File: config.mk
export PLATFORM = sky130hd
export DESIGN_NAME = ssi_slave_emu
export DESIGN_NICKNAME = d
export VERILOG_FILES = /design/src/rtl/ssi_pkg.sv /design/src/rtl/ssi_edge_sync.sv /design/src/rtl/ssi_slave_emu.sv
export SDC_FILE = /design/constraint.sdc
export NUM_CORES = 1
export LEC_CHECK = 0
export CAP_MARGIN = 0
export CORE_ASPECT_RATIO = 2
export CORE_MARGIN = 8
export CORE_UTILIZATION = 30
export CTS_CLUSTER_SIZE = 24
export DETAILED_ROUTE_END_ITERATION = 12
export GPL_ROUTABILITY_DRIVEN = 0
export GPL_TIMING_DRIVEN = 0
export SLEW_MARGIN = 0
export SYNTH_ARGS = -nofsm -noshare
export SYNTH_HDL_FRONTEND = slang
export SYNTH_HIERARCHICAL = 1
export SYNTH_SLANG_ARGS = --single-unit
File: constraint.sdc
create_clock -name clk -period 2 [get_ports clk]
set_clock_uncertainty 0.1 [all_clocks]
set_input_delay 0.6 -clock clk [delete_from_list [all_inputs] [get_ports clk]]
set_output_delay 0.6 -clock clk [all_outputs]
set_load 0.03 [all_outputs]
File: src/rtl/ssi_pkg.sv
// Shared definitions for the SSI slave emulator: FSM state encoding and
// default frame geometry.
package ssi_pkg;

    localparam int SSI_DATA_BITS = 25;
    localparam int SSI_TM_CYCLES = 2000;

    typedef enum logic [1:0] {
        ST_IDLE  = 2'd0,
        ST_SHIFT = 2'd1,
        ST_MONO  = 2'd2
    } ssi_state_e;

endpackage

File: src/rtl/ssi_edge_sync.sv
// Two-flop synchronizer for the external SSI clock plus an edge-detect
// register; everything resets to the idle-high level.
module ssi_edge_sync (
    input  logic clk,
    input  logic rst,
    input  logic async_in,
    output logic rise,
    output logic fall,
    output logic level
);

    logic meta_q;
    logic sync_q;
    logic prev_q;

    always_ff @(posedge clk or posedge rst) begin
        if (rst) begin
            meta_q <= 1'b1;
            sync_q <= 1'b1;
            prev_q <= 1'b1;
        end else begin
            meta_q <= async_in;
            sync_q <= meta_q;
            prev_q <= sync_q;
        end
    end

    assign level = sync_q;
    assign rise  = sync_q & ~prev_q;
    assign fall  = ~sync_q & prev_q;

endmodule

File: src/rtl/ssi_slave_emu.sv
// SSI absolute-encoder slave: latches a position word on the first falling
// clock edge, shifts it out MSB first on rising edges, then holds the monoflop.
module ssi_slave_emu
    import ssi_pkg::*;
#(
    parameter int DATA_BITS = SSI_DATA_BITS,
    parameter int TM_CYCLES = SSI_TM_CYCLES,
    parameter int GRAY_EN   = 1
) (
    input  logic        clk,
    input  logic        rst,
    input  logic        ssi_clk_in,
    input  logic [31:0] pos_in,
    output logic        ssi_data_out,
    output logic        busy,
    output logic        frame_done,
    output logic        err_timeout
);

    localparam int BW = $clog2(DATA_BITS + 1);
    localparam int TW = $clog2(TM_CYCLES);
    localparam logic [BW-1:0] BIT_LAST = BW'(DATA_BITS);
    localparam logic [TW-1:0] TM_LAST  = TW'(TM_CYCLES - 1);

    ssi_state_e           state_q, state_d;
    logic [BW-1:0]        bit_cnt_q, bit_cnt_d;
    logic [TW-1:0]        tm_cnt_q, tm_cnt_d;
    logic [DATA_BITS-1:0] word_q, word_d;
    logic                 data_q, data_d;
    logic                 done_q, done_d;
    logic                 err_q, err_d;

    logic                 clk_rise;
    logic                 clk_fall;
    logic                 clk_level;
    logic [DATA_BITS-1:0] pos_bits;
    logic [DATA_BITS-1:0] new_word;
    logic [DATA_BITS-1:0] word_shifted;
    logic                 unused_pos_hi;

    ssi_edge_sync u_sync (
        .clk      (clk),
        .rst      (rst),
        .async_in (ssi_clk_in),
        .rise     (clk_rise),
        .fall     (clk_fall),
        .level    (clk_level)
    );

    assign pos_bits      = pos_in[DATA_BITS-1:0];
    assign new_word      = (GRAY_EN != 0) ? (pos_bits ^ (pos_bits >> 1)) : pos_bits;
    assign word_shifted  = word_q << bit_cnt_q;
    assign unused_pos_hi = ^pos_in;

    always_ff @(posedge clk or posedge rst) begin
        if (rst) begin
            state_q   <= ST_IDLE;
            bit_cnt_q <= '0;
            tm_cnt_q  <= '0;
            word_q    <= '0;
            data_q    <= 1'b1;
            done_q    <= 1'b0;
            err_q     <= 1'b0;
        end else begin
            state_q   <= state_d;
            bit_cnt_q <= bit_cnt_d;
            tm_cnt_q  <= tm_cnt_d;
            word_q    <= word_d;
            data_q    <= data_d;
            done_q    <= done_d;
            err_q     <= err_d;
        end
    end

    // In SHIFT, tm_cnt is the watchdog for a stalled master; in MONO it is
    // the monoflop timer and only advances while the clock line is high.
    always_comb begin
        state_d   = state_q;
        bit_cnt_d = bit_cnt_q;
        tm_cnt_d  = tm_cnt_q;
        word_d    = word_q;
        data_d    = data_q;
        done_d    = 1'b0;
        err_d     = 1'b0;
        case (state_q)
            ST_IDLE: begin
                if (clk_fall) begin
                    word_d    = new_word;
                    bit_cnt_d = '0;
                    tm_cnt_d  = '0;
                    state_d   = ST_SHIFT;
                end
            end
            ST_SHIFT: begin
                if (clk_rise) begin
                    tm_cnt_d = '0;
                    if (bit_cnt_q < BIT_LAST) begin
                        data_d    = word_shifted[DATA_BITS-1];
                        bit_cnt_d = bit_cnt_q + 1'b1;
                    end else begin
                        data_d  = 1'b0;
                        state_d = ST_MONO;
                    end
                end else if (clk_fall) begin
                    tm_cnt_d = '0;
                end else if (tm_cnt_q == TM_LAST) begin
                    err_d   = 1'b1;
                    data_d  = 1'b1;
                    state_d = ST_IDLE;
                end else begin
                    tm_cnt_d = tm_cnt_q + 1'b1;
                end
            end
            ST_MONO: begin
                // A falling edge outranks monoflop expiry: it is a repeat read.
                if (clk_fall) begin
                    bit_cnt_d = '0;
                    tm_cnt_d  = '0;
                    state_d   = ST_SHIFT;
                end else if (tm_cnt_q == TM_LAST) begin
                    data_d  = 1'b1;
                    done_d  = 1'b1;
                    state_d = ST_IDLE;
                end else if (clk_level) begin
                    tm_cnt_d = tm_cnt_q + 1'b1;
                end
            end
            default: begin
                state_d = ST_IDLE;
            end
        endcase
    end

    assign ssi_data_out = data_q;
    assign busy         = (state_q != ST_IDLE);
    assign frame_done   = done_q;
    assign err_timeout  = err_q;

endmodule

# ---- Yosys cells after proc, flatten, opt, wreduce, memory -nomap -nowiden
# Index checks and enable logic that the tools add are counted.
# Widths: inputs -> output; s select.
dict set report op_classes {
  addsub 2
  order_cmp 1
  eq_ne 12
  shifts 1
  n_mux 29
  bitwise_logic 5
  n_reduce_logical 10
}
# op n
set op_table {}
lappend op_table {{$mux 11} 7}
lappend op_table {{$pmux 11 s3} 1}
lappend op_table {{$shl 25x5->25} 1}
lappend op_table {{$xor 25x24->25} 1}
lappend op_table {{$mux 5} 3}
lappend op_table {{$mux 2} 6}
lappend op_table {{$add 11x1->11 const B} 1}
lappend op_table {{$eq 11x11->1 const B} 1}
lappend op_table {{$pmux 5 s2} 1}
lappend op_table {{$mux 1} 9}
lappend op_table {{$ne 3x3->1 const B} 3}
lappend op_table {{$ne 2x2->1 const B} 3}
lappend op_table {{$pmux 2 s3} 1}
lappend op_table {{$reduce_bool 2->1} 3}
lappend op_table {{$add 5x1->5 const B} 1}
lappend op_table {{$lt 5x5->1 const B} 1}
lappend op_table {{$reduce_and 5->1} 1}
lappend op_table {{$ne 4x4->1 const B} 1}
lappend op_table {{$reduce_and 4->1} 1}
lappend op_table {{$ne 3x2->1 const B} 1}
lappend op_table {{$reduce_and 3->1} 1}
lappend op_table {{$reduce_bool 3->1} 1}
lappend op_table {{$and 1x1->1} 2}
lappend op_table {{$eq 2x1->1 const B} 1}
lappend op_table {{other kinds (7)} 8}
dict set report word_totals {
  regBits 49
  out_inout_bits 4
  elab_cells 70
}

# ---- Logic depth before layout (Yosys ltp)
# Gate-level depths: netlist of the first run.
dict set report logic_depth {
  word_depth 5
  mapped_depth 9
  mapped_depth_nobuf 7
}

# ---- Cells and area by module
# Netlist of the first run, hierarchy kept.
# mod n_inst cells_per_inst area_per_inst_um2 seq_area_each_um2
set modules_own_cells {}
lappend modules_own_cells {ssi_slave_emu 1 276 2631.3 1152.4}
lappend modules_own_cells {ssi_edge_sync 1 6 97.6 78.8}

# ---- Worst setup path before layout of the first run
# No wires, ideal clock.
dict set report synth_timing {
  path_type {flip-flop to flip-flop}
  from {reg state_q[0]}
  to {reg tm_cnt_q[6]}
  arrival_time_ns 1.879
  path_slack_ns -0.089
  stages_incl_launch_ff 10
  path_buffers 2
  period_less_slack_ns 2.089
  path_cell_list {dfrtp_1 inv_1 ha_1 buf_2 nor2b_1 o21ai_1 o211ai_2 or2_1 buf_4 o41ai_1}
}
dict set report synth_via {
  elab_chain_len 3
  elab_cells_between_ends 10
  cone_classes {6 x eq/ne; 1 x mux; 3 x reduce/logical}
}
# item line
set synth_rtl {}
lappend synth_rtl {{from (decl)} ssi_slave_emu.sv:25} ;# ssi_state_e state_q, state_d;
lappend synth_rtl {{from (signal assigned)} ssi_slave_emu.sv:65} ;# state_q <= state_d;
lappend synth_rtl {{$eq 2x1->1, or another cell as far along} ssi_slave_emu.sv:85} ;# case (state_q)
lappend synth_rtl {{$ne 4x4->1 (no source line), or another cell as far along} --}
lappend synth_rtl {{$reduce_and 5->1 (no source line)} --}
lappend synth_rtl {{to (signal assigned)} ssi_slave_emu.sv:67} ;# tm_cnt_q <= tm_cnt_d;
lappend synth_rtl {{to (decl)} ssi_slave_emu.sv:27} ;# logic [TW-1:0] tm_cnt_q, tm_cnt_d;
# Several ways; a longest one is shown, not always the timed one.
# A chain may end at the register's enable or synchronous reset.

# ---- Final worst setup path of the first run
dict set report layout_timing {
  from {reg tm_cnt_q[5]}
  to {reg tm_cnt_q[5]}
}
dict set report layout_via {
  elab_chain_len 5
  elab_cells_between_ends 12
  cone_classes {1 x add/sub; 3 x eq/ne; 7 x mux; 1 x reduce/logical}
}
# item line
set layout_rtl {}
lappend layout_rtl {{$add 11x1->11} {ssi_slave_emu.sv:111, ssi_slave_emu.sv:125}}
lappend layout_rtl {{$mux 11 (on tied branches)} {ssi_slave_emu.sv:124, ssi_slave_emu.sv:106}}
lappend layout_rtl {{$mux 11 (on tied branches)} {ssi_slave_emu.sv:120, ssi_slave_emu.sv:104}}
lappend layout_rtl {{$mux 11 (on tied branches)} {ssi_slave_emu.sv:116, ssi_slave_emu.sv:95}}
lappend layout_rtl {{$pmux 11 s3} ssi_slave_emu.sv:85}
# Several ways; a longest one is shown, not always the timed one. The select of a mux whose other input is x is not followed.

==> impl_metrics.json, run 1 <==
{
  "crit_family": "simple AND/OR/NAND/NOR gates",
  "first_global_vias": 2399,
  "syn-cell-area_um2": 2730,
  "worstPathMaxFanout": 8,
  "post-route-period-util_pct": 104,
  "ys_warn_count": 6,
  "synth_top_area_cell": "dfrtp_1",
  "grt_pass1_wl_mm": 11.2,
  "antenna_left": 0,
  "die-height_um": 151,
  "avgViaCountPerCell": 5.19,
  "cts.clk_slew.worst_paths_ns": 0.07,
  "cp.arrival_ns": 2.14,
  "postSynthAreaPerCell_um2": 9.68,
  "grt_max_degree": 30,
  "async_flop_share_pct": 100,
  "crit_buf_inv": 1,
  "drtIter0Drc": 62,
  "dp.cells": 416,
  "path_cells": "nand4b_1, or4_4, o211ai_4, or2_1, buf_6, o31ai_2",
  "maxSlewViolCount": 0,
  "initial_core_util_pct": 30.5,
  "insertion_delay_ns": 0.29,
  "synth_fp_nets": 323,
  "worstMarginPinSlew_ns": 0.543,
  "tritoncts": "built",
  "worst_slack_ns": -0.0726,
  "port_buffers": 31,
  "instances_no_fill": 443,
  "grt-ovfl-total": 0,
  "p_per_area_nw_per_um2": 1130,
  "end_kind": "flop",
  "cts_buffers": 5,
  "layout-area-overhead-vs-synth_pct": 33.2,
  "clockBufferDepth": 2,
  "r2r_slack_ns": -0.07,
  "violations": "negative setup slack",
  "htree_levels": 2,
  "root_buffer": "clkbuf_16",
  "track_usage_pct": 10.8,
  "final_cell_mix": "42 x dfrtp_1, 37 x nor2_1, 27 x clkdlybuf4s50_1",
  "firstDrtPassIters": 6,
  "status": "finished, violations left",
  "post-route-min-period_ns": 2.07,
  "synth_cell_types": 48,
  "yosys.area.top_type_share_pct": 41.3,
  "num-nets-final": 381,
  "routed_wl_mm": 6.76,
  "hold_violations": 0,
  "core_um2": 8950,
  "critical_path_class": "reg -> reg",
  "synth_ff_type": "dfrtp_1",
  "dp_hpwl_mm": 4.97,
  "cp_slowest_cell": "or4_4",
  "numClockSinks": 49,
  "totalPowerFinal_mw": 4.10,
  "layout_commonest_cell": "dfrtp_1",
  "rsz0062_at_grt": "true",
  "num_rows": 49,
  "antenna-diode-count": 0,
  "max-cap-violations": 0,
  "vias": 2298,
  "slew_headroom_pct": 63.7,
  "antenna_found_initial": 0,
  "die_area_um2": 12600,
  "peakVddDrop_uv": 651,
  "synthTopCellsByArea": "dfrtp_1 41%, xnor2_1 7.7%, nor2_1 5.4%, a21oi_1 4.8%, dfstp_2 3.9%",
  "worstPathRequired_ns": 2.07,
  "synth-seq-cells": 49,
  "hold_path_class": "reg -> reg",
  "slowest_delay_ns": 0.56,
  "p_leak_nw": 1.45,
  "synth_edf_count": 0,
  "fmax_mhz": 482,
  "layout-drive-gt1-share_pct": 24.3,
  "synth_seq_area_share_pct": 45.1,
  "setup_viol_count_final": 9,
  "critPathLaunchType": "flop",
  "dieWidth_um": 83.4,
  "route.detailed.drc": 0,
  "ios": 39,
  "syn_inst": 282,
  "post_drt_wl_per_cell_um": 15.3
}
-- metal layers --
| layer | track usage, % | wire, um |
|---|---|---|
| met1 | 9.55 | 2350 |
| met2 | 22.3 | 4120 |
| met3 | 2.05 | 139 |
| met4 | 5.30 | 151 |
| met5 | 0 | 0 |
-- through the flow --
step           worst slack [ns]  utilization, %  hold WS, ns  TNS [ns]  cell area, um2
2_1_floorplan          0.000949               -        0.245         0            2750
3_3_place_gp             -0.793            35.6        0.247    -43.24            3190
3_5_place_dp             -0.325            35.9        0.251     -8.45            3210
4_1_cts                  -0.149            39.4        0.261     -1.35            3530
5_1_grt                  -0.157            40.6        0.262     -1.43            3630
6_report                -0.0726            40.6        0.258    -0.515            3630
-- cells in the mapped netlist, drive strengths merged, types with 2 or more instances --
cell type	count
o311ai	2
xnor2	24
nand4	2
o211ai	3
o31ai	8
mux2i	9
nand2	13
or4	2
dfstp	4
ha	6
clkbuf	5
a311oi	2
inv	11
nand3b	3
a21oi	26
dfrtp	45
mux2	2
nand4b	2
nand3	7
nand2b	6
nor2	39
buf	10
mux4	3
and3	2
o41ai	2
a31oi	2
nor2b	5
o21ai	20
nor3	4
and2	3
-- final cells by class --
type,instances,area [um2]
inverters,11,43.8
clock inverters,2,13.8
fillers,883,5320
plain buffers,14,113
flip-flops and latches,49,1230
clock buffers,6,139
repair buffers,52,474
well taps,102,128
multi-input cells,207,1490
-- sequential cells by signal (all words and copies together) (netlist names), 2 cells and up --
name / count
word_q: 25
state_q: 2
bit_cnt_q: 5
tm_cnt_q: 11
-- kinds of logic (layout without fill, tap and decap cells) --
family          Yosys count  count (layout)  share of synthesized area (%)
mux                      14              14                           6.60
compound gates           70              70                           16.1
fa+ha+maj                 6               6                           2.75
xor+xnor                 24              24                           7.70
buf+inv                  26              85                           4.68
flops                    49              49                           45.1
simple gates             93              93                           17.0
-- report_power, final --
part | internal [mW] | switching, mW | total (mW)
sequential | 1.30 | 0.175 | 1.47
combinational | 0.823 | 0.941 | 1.76
clock | 0.498 | 0.369 | 0.866
-- worst reg2reg max path: cells and delay by family, from the launching register on --
kind	cells	cell delay, ns
AOI/OAI and AO/OA	2	0.28
buffers and inverters	1	0.16
DFF	1	0.45
and+or+nand+nor	3	0.96
-- what timing repair did --
item / CTS / global route
setup endpoints to repair: 46 / 37
resized for setup: 27 / 29
endpoints found under the hold margin: 0 / 0
cloned: 0 / 0
setup buffers: 13 / 7
pin swaps: 11 / 12
hold buffers: 0 / 0
-- worst paths after layout --
check | start | to | cells past startpoint
min in group asynchronous | rst | state_q[1] | 2
max in group asynchronous | rst | ssi_data_out | 3
hold / removal | u_sync/meta_q | u_sync/level | 0
setup / recovery | tm_cnt_q[5] | tm_cnt_q[5] | 6
hold reg to reg | u_sync/meta_q | u_sync/level | 0
setup reg to reg | tm_cnt_q[5] | tm_cnt_q[5] | 6
(Power assumes the default switching activity.)
==> run 2, diff against run 1 <==
--- a/config.mk
+++ b/config.mk
@@ -13,6 +13,7 @@
 export DETAILED_ROUTE_END_ITERATION = 12
 export GPL_ROUTABILITY_DRIVEN = 0
 export GPL_TIMING_DRIVEN = 0
+export PLACE_DENSITY = 0.63
 export SLEW_MARGIN = 0
 export SYNTH_ARGS = -nofsm -noshare
 export SYNTH_HDL_FRONTEND = slang
==> impl_metrics.json, run 2 (synthesis gave the netlist of run 1 again) <==
{
  "status": "finished, violations left",
  "violations": "negative setup slack",
  "die_area_um2": 12600,
  "hold_depth": 0,
  "num-nets-final": 375,
  "cts.clk_slew.worst_paths_ns": 0.06,
  "critical_path_class": "reg -> reg",
  "num_rows": 49,
  "clockBufferDepth": 2,
  "ios": 39,
  "dpl_worst_slack_ns": -0.317,
  "rsz0062_at_grt": "true",
  "htree_levels": 2,
  "grt_pass1_wl_mm": 11.1,
  "numClockSinks": 49,
  "slew_headroom_pct": 65.2,
  "insertion_delay_ns": 0.29,
  "p_per_area_nw_per_um2": 1150,
  "setup_viol_count_final": 11,
  "largest_reg_flops": 25,
  "min_to": "u_sync/level",
  "post-route-min-period_ns": 2.13,
  "largestRegisters": "word_q (25), tm_cnt_q (11), bit_cnt_q (5)",
  "drtIter0Drc": 71,
  "cp.arrival_ns": 2.19,
  "grt-ovfl-total": 0,
  "worstPathRequired_ns": 2.06,
  "final_cell_mix": "44 x dfrtp_1, 38 x nor2_1, 27 x clkdlybuf4s50_1",
  "die-height_um": 151,
  "antenna-diode-count": 0,
  "layout_commonest_cell": "dfrtp_1",
  "worstMarginPinSlew_ns": 0.519,
  "initial_core_util_pct": 30.5,
  "fin_area_um2": 3590,
  "critPathLaunchType": "flop",
  "layout-drive-gt1-share_pct": 21.8,
  "end_kind": "flop",
  "dp_hpwl_mm": 4.88,
  "regMostFlops": "word_q",
  "hp-start": "u_sync/meta_q",
  "first_global_vias": 2365,
  "finalHoldWorstSlack_ns": 0.258,
  "fmax_mhz": 470,
  "worst_slack_ns": -0.129,
  "totalPowerFinal_mw": 4.13,
  "tritoncts": "built",
  "max-cap-violations": 0,
  "firstDrtPassIters": 4,
  "antenna_left": 0,
  "post_drt_wl_per_cell_um": 14.8,
  "track_usage_pct": 10.6,
  "antenna_found_initial": 0,
  "r2r_end": "tm_cnt_q[6]",
  "dieWidth_um": 83.4,
  "cts_buffers": 5,
  "worstPathMaxFanout": 8,
  "grt_max_degree": 35,
  "routed_wl_mm": 6.47,
  "port_buffers": 31,
  "r2r_slack_ns": -0.13,
  "route.detailed.drc": 0,
  "maxSlewViolCount": 0,
  "p_leak_nw": 1.47,
  "avgViaCountPerCell": 5.05,
  "root_buffer": "clkbuf_16",
  "rr_startpoint": "u_sync/level",
  "core_um2": 8950,
  "vias": 2208,
  "hold_path_class": "reg -> reg",
  "post-route-period-util_pct": 106,
  "layout-area-overhead-vs-synth_pct": 31.6,
  "hold_buffers": 0,
  "reg2reg_depth": 6,
  "peakVddDrop_uv": 620,
  "hold_violations": 0,
  "postPlaceCellArea_um2": 3210
}
==> run 2: area by class of cell <==
cell class	instances	area, um2
clock buffer	6	129
sequential	49	1230
tap	102	128
buffer	15	119
timing repair buffer	45	423
fill	882	5360
clock inverter	2	35.0
multi-input combinational	207	1480
inverter	11	41.3
==> run 2: where the power goes <==
part | switching [mW] | total [mW] | leakage [nW] | internal [mW]
Combinational | 0.903 | 1.72 | 0.800 | 0.818
Sequential | 0.168 | 1.46 | 0.590 | 1.30
Clock | 0.357 | 0.946 | 0.0808 | 0.588
==> run 2: what timing repair did <==
action | CTS | global route
gates resized for setup | 20 | 23
endpoints found under the setup margin | 36 | 40
buffers inserted | 7 | 6
pin swaps | 10 | 8
==> run 2: worst max path at each step <==
| stage | start | endpoint | slack, ns | depth (start not counted) |
|---|---|---|---|---|
| floorplan | state_q[0] | tm_cnt_q[6] | 0.0009 | 9 |
| global placement | rst | word_q[4] | -0.79 | 2 |
| detailed placement | state_q[0] | busy | -0.32 | 4 |
| CTS | state_q[1] | busy | -0.12 | 4 |
| global route | u_sync/level | tm_cnt_q[6] | -0.18 | 6 |
| finish | u_sync/level | tm_cnt_q[6] | -0.13 | 6 |
==> run 2: per-layer routing <==
layer | global-route usage, % | part of all wire, % | vias to the layer above
met4 | 4.70 | 2.2 | 0
met3 | 2.37 | 2.3 | 11
met2 | 21.3 | 59 | 37
met1 | 9.77 | 37 | 1059
li1 | - | - | 1101
met5 | 0 | 0 | -
==> run 2: critical path: stages, from the launching register on <==
cell and delay (ns):
dfstp_2 0.55, and2b_2 0.25, or4_4 0.48, o211ai_2 0.23
or2_1 0.15, buf_6 0.15, o41ai_4 0.08
==> run 2: metrics by stage <==
stage | TNS (ns) | util [%] | instances
5_1_grt | -3.50 | 40.1 | 437
2_1_floorplan | 0 | - | 282
4_1_cts | -0.983 | 38.8 | 431
3_5_place_dp | -6.69 | 35.9 | 416
3_3_place_gp | -41.54 | 35.6 | 415
6_report | -0.867 | 40.1 | 437
==> run 3, diff against run 2 <==
--- a/config.mk
+++ b/config.mk
@@ -7,14 +7,15 @@
 export LEC_CHECK = 0
 export CAP_MARGIN = 0
 export CORE_ASPECT_RATIO = 2
-export CORE_MARGIN = 8
+export CORE_MARGIN = 1.5
 export CORE_UTILIZATION = 30
 export CTS_CLUSTER_SIZE = 24
 export DETAILED_ROUTE_END_ITERATION = 12
 export GPL_ROUTABILITY_DRIVEN = 0
 export GPL_TIMING_DRIVEN = 0
 export PLACE_DENSITY = 0.63
-export SLEW_MARGIN = 0
+export REMOVE_ABC_BUFFERS = 1
+export SLEW_MARGIN = 20
 export SYNTH_ARGS = -nofsm -noshare
 export SYNTH_HDL_FRONTEND = slang
 export SYNTH_HIERARCHICAL = 1
==> impl_metrics.json, run 3 (synthesis gave the netlist of run 1 again) <==
{
  "setup_viol_count_final": 14,
  "p_sw_share_pct": 35.1,
  "fmax_mhz": 470,
  "critPathLaunchType": "flop",
  "num_rows": 49,
  "end_kind": "primary output",
  "core_um2": 8890,
  "largestRegisters": "word_q (25), tm_cnt_q (11), bit_cnt_q (5)",
  "tritoncts": "built",
  "drtIter0Drc": 110,
  "fin_area_um2": 3620,
  "worstPathRequired_ns": 1.30,
  "routed_wl_mm": 6.40,
  "p_clk_share_pct": 22.8,
  "cts_buffers": 5,
  "antenna_found_initial": 0,
  "path_cells": "inv_1, ha_4, inv_1, buf_2",
  "hold_violations": 0,
  "post_drt_wl_per_cell_um": 14.8,
  "crit_top_cell": "inv_1",
  "grt_max_degree": 33,
  "rsz0062_at_grt": "true",
  "finalSetupTns_ns": -1.04,
  "peakVddDrop_uv": 442,
  "avgViaCountPerCell": 5.10,
  "htree_levels": 2,
  "dieWidth_um": 70.4,
  "grt-ovfl-total": 0,
  "post-route-period-util_pct": 106,
  "hp-start": "u_sync/meta_q",
  "hold_depth": 0,
  "p_comb_share_pct": 42.1,
  "grt_pass1_wl_mm": 10.6,
  "p_switching_mw": 1.49,
  "worstMarginPinSlew_ns": 0.525,
  "critical_path_class": "reg -> out",
  "violations": "negative setup slack",
  "max-cap-violations": 0,
  "finalHoldWorstSlack_ns": 0.264,
  "final_cell_mix": "41 x dfrtp_1, 37 x nor2_1, 27 x clkdlybuf4s50_1",
  "vias": 2205,
  "hold_path_class": "reg -> reg",
  "pwr-share-seq_pct": 35.1,
  "maxSlewViolCount": 0,
  "route.detailed.drc": 0,
  "r2r_end": "tm_cnt_q[10]",
  "root_buffer": "clkbuf_16",
  "layout-drive-gt1-share_pct": 22.4,
  "regMostFlops": "word_q",
  "min_to": "u_sync/level",
  "first_global_vias": 2233,
  "rr_startpoint": "u_sync/level",
  "cts.clk_slew.worst_paths_ns": 0.07,
  "instances_no_fill": 432,
  "fillCellCount": 853,
  "num-nets-final": 370,
  "insertion_delay_ns": 0.30,
  "dp.cells": 402,
  "port_buffers": 31,
  "slowest_delay_ns": 0.44,
  "firstDrtPassIters": 4,
  "p_per_area_nw_per_um2": 1170,
  "die_area_um2": 9710,
  "clockBufferDepth": 2,
  "worstPathMaxFanout": 5,
  "crit_family": "buffers and inverters",
  "layout-area-overhead-vs-synth_pct": 32.6,
  "postPlaceCellArea_um2": 3140,
  "antenna-diode-count": 0,
  "status": "finished, violations left",
  "reg2reg_depth": 5,
  "slew_headroom_pct": 64.9,
  "cp_slowest_cell": "dfrtp_1",
  "crit_buf_inv": 3,
  "track_usage_pct": 13.6,
  "p_leak_nw": 1.46,
  "largest_reg_flops": 25,
  "cp.arrival_ns": 1.43,
  "layout_commonest_cell": "dfrtp_1",
  "post-route-min-period_ns": 2.13,
  "r2r_slack_ns": -0.11,
  "die-height_um": 138,
  "worst_slack_ns": -0.128,
  "dp_hpwl_mm": 4.37,
  "initial_core_util_pct": 30.7,
  "ios": 39,
  "intPower_mw": 2.76,
  "numClockSinks": 49,
  "antenna_left": 0
}
[run 3: cell count changes in the layout (fill, tap and decap cells not counted), moves of 2 or more]
cell	delta
clkbuf_1	-2
dfrtp_2	+2
buf_6	-4
clkbuf_2	-2
o41ai_2	+2
buf_4	+5
buf_2	-3
dfrtp_1	-3
[run 3: metrics by stage]
step | utilization [%] | setup WS (ns) | total power [mW]
finish | 40.7 | -0.128 | 4.25
global route | 40.7 | -0.215 | 4.52
CTS | 38.9 | -0.172 | 4.11
detailed placement | 35.3 | -0.590 | 2.92
global placement | 34.7 | -1.54 | 2.84
floorplan | - | -1.11 | 2.46
[run 3: worst register-to-register path, stage by stage (launching register included)]
cell	delay, ns
dfstp_2	0.56
and2b_2	0.25
or4_4	0.50
o211ai_4	0.24
or2_4	0.24
o31ai_1	0.10
[run 3: worst max-delay path by stage]
| stage | start | end | slack [ns] | cells past startpoint |
|---|---|---|---|---|
| finish | state_q[1] | busy | -0.13 | 4 |
| CTS | u_sync/level | tm_cnt_q[5] | -0.17 | 5 |
| detailed placement | u_sync/level | tm_cnt_q[2] | -0.59 | 5 |
| global route | state_q[0] | tm_cnt_q[6] | -0.22 | 7 |
| floorplan | state_q[0] | word_q[24] | -1.11 | 5 |
| global placement | state_q[0] | word_q[24] | -1.54 | 5 |
[run 3: power by group through the flow]
stage | Clock, mW | Combinational [mW] | Sequential, mW
final | 0.967 | 1.79 | 1.49
after global routing | 1.02 | 1.96 | 1.53
after CTS | 0.981 | 1.63 | 1.50
after detailed placement | 0 | 1.37 | 1.55
after global placement | 0 | 1.31 | 1.53
after floorplan | 0 | 0.963 | 1.50
[run 3: repair_timing]
action | 4_1_cts | 5_1_grt
hold buffers | 0 | 0
cloned | 0 | 0
gates resized for setup | 27 | 16
setup buffers | 11 | 11
endpoints found under the setup margin | 21 | 35
pin swaps | 8 | 9
[run 3: cell type report]
cell class / instances / area (um2) / share of cell area (%)
repair buffers: 55 / 546 / 15.1
clock buffers: 6 / 129 / 3.56
well taps: 102 / 128 / 3.53
inverters: 11 / 41.3 / 1.14
flip-flops and latches: 49 / 1240 / 34.2
clock inverters: 2 / 38.8 / 1.07
multi-input cells: 207 / 1500 / 41.4
[run 3: routing by layer]
layer / track usage (%) / up-vias / wire, um
li1: - / 1084 / -
met1: 13.7 / 1058 / 2260
met2: 26.7 / 47 / 3750
met3: 2.47 / 16 / 187
met4: 5.98 / 0 / 200
met5: 0 / - / 0
